$ cat src/rtl/eager_join_capture_block.sv
// ============================================================================
// Module   : eager_join_capture_block
// Brief    : Synchronizing join that acknowledges every input eagerly and parks
//            early tokens in per-input capture slots until all inputs arrive.
// Revision : 1.0 - initial release
// ============================================================================
`default_nettype none

module eager_join_capture_block #(
  parameter int NUM_INPUTS = 2,
  parameter int DATA_WIDTH = 32
) (
  input  logic                             clk,
  input  logic                             rst,
  input  logic [NUM_INPUTS-1:0]            ins_valid,
  input  logic [NUM_INPUTS*DATA_WIDTH-1:0] ins_data,
  output logic [NUM_INPUTS-1:0]            ins_ready,
  output logic                             outs_valid,
  output logic [NUM_INPUTS*DATA_WIDTH-1:0] outs_data,
  input  logic                             outs_ready,
  output logic [NUM_INPUTS-1:0]            slots_full
);

  logic [NUM_INPUTS-1:0]            held;
  logic [NUM_INPUTS*DATA_WIDTH-1:0] slot;
  logic [NUM_INPUTS-1:0]            eff_valid;
  logic                             fire;

  assign eff_valid  = held | ins_valid;
  assign outs_valid = &eff_valid;
  assign fire       = outs_valid & outs_ready;

  // Ready comes from state alone, so downstream ready never reaches upstream.
  assign ins_ready  = ~held;
  assign slots_full = held;

  always_ff @(posedge clk or negedge rst) begin
    if (!rst) begin
      held <= '0;
    end else if (fire) begin
      held <= '0;
    end else begin
      held <= held | (ins_valid & ~held);
    end
  end

  generate
    for (genvar i = 0; i < NUM_INPUTS; i++) begin : g_lane
      assign outs_data[i*DATA_WIDTH +: DATA_WIDTH] =
        held[i] ? slot[i*DATA_WIDTH +: DATA_WIDTH] : ins_data[i*DATA_WIDTH +: DATA_WIDTH];

      // A live input consumed by a firing join goes straight through, never into the slot.
      always_ff @(posedge clk or negedge rst) begin
        if (!rst) begin
          slot[i*DATA_WIDTH +: DATA_WIDTH] <= '0;
        end else if (!fire && ins_valid[i] && !held[i]) begin
          slot[i*DATA_WIDTH +: DATA_WIDTH] <= ins_data[i*DATA_WIDTH +: DATA_WIDTH];
        end
      end
    end
  endgenerate

endmodule

`default_nettype wire

$ cat config.mk
export PLATFORM = sky130hd
export DESIGN_NAME = eager_join_capture_block
export DESIGN_NICKNAME = d
export VERILOG_FILES = /design/src/rtl/eager_join_capture_block.sv
export SDC_FILE = /design/constraint.sdc
export NUM_CORES = 1
export LEC_CHECK = 0
export ABC_AREA = 1
export BUFFER_PORTS_ARGS = -buffer_cell sky130_fd_sc_hd__buf_4
export CAP_MARGIN = 0
export CORE_MARGIN = 1
export CORE_UTILIZATION = 30
export CTS_CLUSTER_DIAMETER = 100
export DETAILED_ROUTE_END_ITERATION = 12
export PLACE_DENSITY = 0.62
export SLEW_MARGIN = 10
export SYNTH_ARGS = -nofsm -noshare
export SYNTH_HDL_FRONTEND = slang
export SYNTH_SLANG_ARGS = --single-unit
$ cat constraint.sdc
create_clock -name clk -period 1.7 [get_ports clk]
set_input_delay 0.255 -clock clk [delete_from_list [all_inputs] [get_ports clk]]
set_output_delay 0.255 -clock clk [all_outputs]
set_load 0.01 [all_outputs]
# Word-level counts from Yosys, hierarchy flattened

Cells that the tools add are included.

Flip-flop bits (word level): 66
Output and inout port bits: 69
Input bits: 69

Reduce and logical (&&, ||, !) cells: 8
Muxes and demuxes: 3
Bitwise logic cells: 5

Operators by type and width:

| kind                | number |
|---|---|
| $mux W32            | 2 |
| $logic_and A1 B1 Y1 | 4 |
| $or A2 B2 Y2        | 2 |
| $logic_not A1 Y1    | 3 |
| $and A2 B2 Y2       | 1 |
| $mux W2             | 1 |
| $not A2 Y2          | 1 |
| $reduce_and A2 Y1   | 1 |
| $and A1 B1 Y1       | 1 |

# Longest topological paths before layout

Gate-level depths: netlist of run 1.

Word-level depth: 6
Gate-level depth with buffers: 8
Mapped depth without buffers: 6

# Worst setup path after synthesis of run 1

No wires, ideal clock.

Path kind: register to output
Start point: register held[0] (netlist: slots_full[0])
End point: output outs_data[22]
Arrival time: 1.135 ns
Cell stages (with the launch flop): 6
Slack: 0.310 ns
Required time: 1.445 ns
Path buffers: 2
Cell sequence: dfrtp_1 -> buf_4 -> inv_4 -> clkbuf_1 -> nand2_1 -> nand2_1

Longest elaborated chain between the ends: 1

Ends and longest elaborated chain:

| element                | line | RTL |
|---|---|---|
| start, declared        | 24   | `logic [NUM_INPUTS-1:0] held;` |
| start signal, assigned | 43   | `held <= held \| (ins_valid & ~held);` |
| $mux W32               | 50   | `held[i] ? slot[i*DATA_WIDTH +: DATA_WIDTH] : ins_data[i*DATA_WIDTH +: DATA_WIDTH];` |
| end, declared          | 19   | `output logic [NUM_INPUTS*DATA_WIDTH-1:0] outs_data,` |

No other way between the ends.

# Final worst setup path of run 1

Start point: register held[1] (netlist: slots_full[1])
End point: output outs_data[57]

The elaborated chain is that of the path after synthesis.

==> results.json, run 1 <==
{
  "rr_worst_depth": 5,
  "clock-sinks": 66,
  "drt_drc_violations_left": 0,
  "power.density_nw_per_um2": 1280,
  "gp_congestion": 0.785,
  "synth_edf_count": 0,
  "fin_crit_ns": 1.63,
  "cts_setup_buffers": 0,
  "grt_max_degree": 45,
  "routed_wirelength_mm": 9.32,
  "finish.utilization_pct": 44.8,
  "status": "completed",
  "crit_type": "register to output port",
  "hold_viol": 0,
  "firstDrtPassIters": 4,
  "vias_per_cell": 4.52,
  "diodes": 0,
  "grt.total_usage_pct": 15.9,
  "min_path_cells": 3,
  "slew_headroom_pct": 61.2,
  "grt_setup_unrepaired": "no",
  "finalMaxSlewViolations": 0,
  "die_y_um": 110,
  "insertion_delay_ns": 0.33,
  "yosys_warnings": 0,
  "synth_common_cells": "nand2_1 (320), dfrtp_1 (66), nand3_1 (64), clkbuf_1 (12), buf_2 (10)",
  "vias": 3495,
  "die_w_um": 110,
  "antenna_found_initial": 0,
  "hp-start": "ins_data[7]",
  "floorplan.die_area_um2": 12000,
  "coreArea_um2": 11000,
  "fmax_ghz": 0.615,
  "synthCells": 500,
  "post-dp-hpwl_mm": 6.65,
  "drt_iter0_markers": 298,
  "whs_endpoint": "slot[7]",
  "endpoint_kind": "output port",
  "setup_tns_ns": 0,
  "syn_area_um2": 3470,
  "clockBufferDepth": 2,
  "cts-root-buf": "clkbuf_16",
  "tightest_slew_ns": 0.582,
  "synth_area_leaders": "dfrtp_1 (48%), nand2_1 (35%), nand3_1 (9.2%)",
  "hold_path.class": "input pin to register",
  "total_power_mw": 6.34,
  "synth_ff_type": "dfrtp_1",
  "start_kind": "register",
  "grt_pass1_wl_mm": 14.8,
  "post-route-period-util_pct": 95.6,
  "start_util_pct": 31.4,
  "io_pins": 138,
  "crit_required_ns": 1.44,
  "areaGrowthSynthToFinish_pct": 42.4,
  "fin_nets": 697,
  "critPathMaxFanout": 23,
  "synthDistinctLibCells": 15,
  "yosysMostFrequentCell": "nand2_1",
  "ant_nets": 0,
  "async_flop_share_pct": 100,
  "fill_cells": 1148,
  "io_buffers": 137,
  "synth_top_cell_area_share_pct": 47.6,
  "yosysTopAreaCell": "dfrtp_1",
  "finalSetupViolations": 0,
  "reg2reg_slack_ns": 0.22,
  "p_leak_nw": 2.87,
  "syn-num-nets": 569,
  "htreeDepth": 3,
  "grt_pass1_vias": 3177,
  "drive_above_1_share_pct": 27.5,
  "routedWlPerCell_um": 12.1,
  "skew_ns": 0.00751,
  "max-vdd-ir-drop_mv": 0.593,
  "ys_ff_latch": 66,
  "num_rows": 38,
  "gr-total-overflow": 0,
  "cts_tree": "built",
  "seq_area_frac_synth_pct": 47.6,
  "syn_avg_cell_area_um2": 6.94,
  "worstPathArrival_ns": 1.37,
  "reg2reg_to": "slot[26]",
  "clkSlewWorstSetupHoldPaths_ns": 0.06,
  "timing.rr.start": "slots_full[0]",
  "cts_buffers": 9,
  "maxCapViolCount": 0
}
## routing by layer
layer,vias to the layer above,GRT usage [%],wire length [um],part of all wire [%]
met5,-,0,0,0
met4,0,4.76,54,0.58
met3,7,4.03,764,8.2
met2,153,24.6,4070,44
met1,1546,21.7,4430,48
li1,1789,-,-,-
## state kept, by name (all words and copies together), names as in the netlist
signal      flops
slot           64
slots_full      2
## final cells by class
cell class / count / area (um2) / area share [%]
Clock inverter: 6 / 91.3 / 1.85
Sequential cell: 66 / 1650 / 33.5
Clock buffer: 10 / 229 / 4.64
Tap cell: 140 / 175 / 3.55
Inverter: 7 / 33.8 / 0.684
Multi-Input combinational cell: 394 / 1600 / 32.5
Timing Repair Buffer: 150 / 1150 / 23.3
## how the worst max path moves through the flow
stage                              from       endpoint  slack (ns)  cells past startpoint
final                     slots_full[1]  outs_data[57]        0.07                      5
after global routing      slots_full[0]  outs_data[31]      0.0006                      5
after CTS                 slots_full[1]  outs_data[57]       0.007                      5
after detailed placement  slots_full[0]        slot[6]        0.04                      5
after global placement    slots_full[0]        slot[6]        0.08                      5
after floorplan           slots_full[0]  outs_data[22]        0.31                      5
## power by group
part | internal (mW) | switching, mW
clock network | 1.29 | 0.684
logic | 0.968 | 1.14
registers | 2.02 | 0.242
## kinds of logic (layout without fill, tap and decap cells)
group | count (synthesis) | after routing | share of synthesized area, %
and+or+nand+nor | 394 | 394 | 45.9
DFF | 66 | 66 | 47.6
buffers and inverters | 40 | 173 | 6.46
## critical path: stages, from the launching register on
cell and delay [ns]:
dfrtp_2 0.45, clkinv_4 0.13, buf_8 0.19, nand2_1 0.06, nand2_1 0.09, buf_4 0.13
## through the flow
stage                     instances  setup slack, ns  hold WS (ns)  area (um2)
after floorplan                 500            0.310       -0.0406        3470
after global placement          756           0.0826         0.293        4580
after detailed placement        756           0.0441         0.297        4580
after CTS                       773          0.00660         0.158        4920
after global routing            773         0.000626         0.163        4940
final                           773           0.0740         0.166        4940
## timing repair
item	CTS	global route
gates resized for setup	3	4
hold buffers	1	0
cloned	0	0
endpoints found under the setup margin	24	63
endpoints found under the hold margin	43	0
## cell usage in the layout, fill, tap and decap left out, drive strengths merged
cell type    synthesis  routed
clkinvlp             0       3
nand3               65      65
dfrtp               66      66
bufinv               0       2
nor2                 5       5
dlygate4sd3          0       1
nand2              324     324
inv                  7       6
clkbuf              12      10
buf                 21     149
clkinv               0       2
Power figures use the tool's default switching activity.
==> run 2: changes to the inputs <==
--- a/config.mk
+++ b/config.mk
@@ -12,7 +12,7 @@
 export CORE_UTILIZATION = 30
 export CTS_CLUSTER_DIAMETER = 100
 export DETAILED_ROUTE_END_ITERATION = 12
-export PLACE_DENSITY = 0.62
+export PLACE_DENSITY = 0.5
 export SLEW_MARGIN = 10
 export SYNTH_ARGS = -nofsm -noshare
 export SYNTH_HDL_FRONTEND = slang
==> run 2 against run 1 <==
Largest cell class unchanged. First-iteration DRC count decreased by 3.0%. Register-to-register slack improved by 0.09 ns. Sequential share of layout area increased by 0.11 points. Global-route usage increased by 1.5 points. Highest routed layer unchanged.
==> results.json, run 2 (synthesized netlist as in run 1, its figures left out) <==
{
  "vias": 3551,
  "largest_reg_flops": 64,
  "hold_viol": 0,
  "critPathMaxFanout": 34,
  "post-route-period-util_pct": 94.5,
  "io_buffers": 137,
  "finalSetupViolations": 0,
  "cts_buffers": 9,
  "slew_headroom_pct": 66.3,
  "gp_congestion": 0.732,
  "finalMaxSlewViolations": 0,
  "start_util_pct": 31.4,
  "seqCellArea_um2": 1650,
  "path_common_cell": "nand2_1",
  "top_register": "slot",
  "hold_path.class": "input pin to register",
  "tightest_slew_ns": 0.506,
  "total_power_mw": 6.23,
  "grt_pass1_vias": 3287,
  "skew_ns": 0.00399,
  "num_rows": 38,
  "insertion_delay_ns": 0.32,
  "firstDrtPassIters": 4,
  "die_w_um": 110,
  "status": "completed",
  "slowest_delay_ns": 0.41,
  "drt_drc_violations_left": 0,
  "power.density_nw_per_um2": 1270,
  "fin_crit_ns": 1.61,
  "crit_type": "register to output port",
  "clock-sinks": 66,
  "antenna_found_initial": 0,
  "post-dp-hpwl_mm": 6.81,
  "diodes": 0,
  "coreArea_um2": 11000,
  "endpoint_kind": "output port",
  "areaGrowthSynthToFinish_pct": 41.9,
  "gr-total-overflow": 0,
  "crit_slowest_cell": "dfrtp_1",
  "fin_nets": 696,
  "routed_wirelength_mm": 10.1,
  "cts-root-buf": "clkbuf_16",
  "clockBufferDepth": 2,
  "maxCapViolCount": 0,
  "layout_commonest_cell": "nand2_1",
  "path_cells": "buf_6, nand2_1, nand2_1, buf_4",
  "p_leak_nw": 2.87,
  "dp.cells": 756,
  "crit_required_ns": 1.44,
  "mostFrequentLayoutCells": "nand2_1 (320), buf_4 (143), dfrtp_1 (65), nand3_1 (64), clkbuf_16 (9)",
  "fmax_ghz": 0.623,
  "io_pins": 138,
  "multi_input_area_um2": 1600,
  "cts_setup_buffers": 0,
  "worstPathArrival_ns": 1.35,
  "floorplan.die_area_um2": 12000,
  "max-vdd-ir-drop_mv": 0.514,
  "start_kind": "register",
  "grt.total_usage_pct": 17.4,
  "die_y_um": 110,
  "drt_iter0_markers": 289,
  "drive_above_1_share_pct": 27.3,
  "htreeDepth": 3,
  "final_cells": 770,
  "vias_per_cell": 4.61,
  "fill_cells": 1130,
  "ant_nets": 0,
  "clkSlewWorstSetupHoldPaths_ns": 0.06,
  "cts_tree": "built",
  "grt_max_degree": 37,
  "grt_pass1_wl_mm": 16.2,
  "routedWlPerCell_um": 13.1
}
==> run 2: changes by cell type in the layout (fill, tap and decap cells not counted), sizes merged <==
| cell | delta |
|---|---|
| clkinv | +2 |
| bufinv | -1 |
| buf | -1 |
| clkbuf | +1 |
| inv | -1 |
| clkinvlp | -3 |
==> run 2: what timing repair did <==
item,CTS,global route
hold endpoints to repair,35,0
gates resized for setup,5,8
pin swaps,0,0
hold buffers,1,0
endpoints found under the setup margin,39,45
==> run 2: worst paths after layout <==
kind / slack [ns] / from / depth (start not counted) / end
max: 0.09 / slots_full[1] / 4 / outs_data[47]
min: 0.17 / ins_data[50] / 3 / slot[50]
max reg2reg: 0.31 / slots_full[1] / 6 / slot[37]
min reg2reg: 0.47 / slot[22] / 2 / slot[22]
max in group asynchronous: 0.69 / rst / 3 / slot[18]
min in group asynchronous: 0.44 / rst / 2 / slot[16]
==> run 2: layout make-up <==
| type | instances | area share [%] |
|---|---|---|
| Multi-Input combinational cell | 394 | 32.6 |
| Clock inverter | 3 | 0.814 |
| Clock buffer | 11 | 5.14 |
| Inverter | 7 | 0.737 |
| Sequential cell | 66 | 33.6 |
| Tap cell | 140 | 3.56 |
| Timing Repair Buffer | 149 | 23.6 |
==> run 2: worst max-delay path, delay by kind of cell, from the launching register on <==
family / cells / cell delay, ns
DFF: 1 / 0.41
buffers and inverters: 2 / 0.41
and+or+nand+nor: 2 / 0.19
==> run 2: where the power goes <==
group | switching [mW] | total, mW | internal [mW]
clock | 0.641 | 1.83 | 1.19
combinational | 1.16 | 2.13 | 0.974
sequential | 0.243 | 2.26 | 2.02
total | 2.04 | 6.23 | 4.18
==> run 2: routing by layer <==
layer  up-vias  routed length [um]  global-route usage, %
li1       1790                   -                      -
met1      1625                4610                   24.1
met2       131                4660                   27.3
met3         5                 754                   3.44
met4         0                  46                   5.24
met5         -                   0                      0
==> run 2: stage by stage <==
step / util [%] / hold WS [ns] / area, um2 / setup WS (ns) / setup TNS, ns
2_1_floorplan: - / -0.0406 / 3470 / 0.310 / 0
3_3_place_gp: 41.5 / 0.256 / 4580 / 0.185 / 0
3_5_place_dp: 41.5 / 0.262 / 4580 / 0.133 / 0
4_1_cts: 44.5 / 0.159 / 4900 / 0.00549 / 0
5_1_grt: 44.6 / 0.173 / 4920 / -0.00900 / -0.0106
6_report: 44.6 / 0.171 / 4920 / 0.0942 / 0
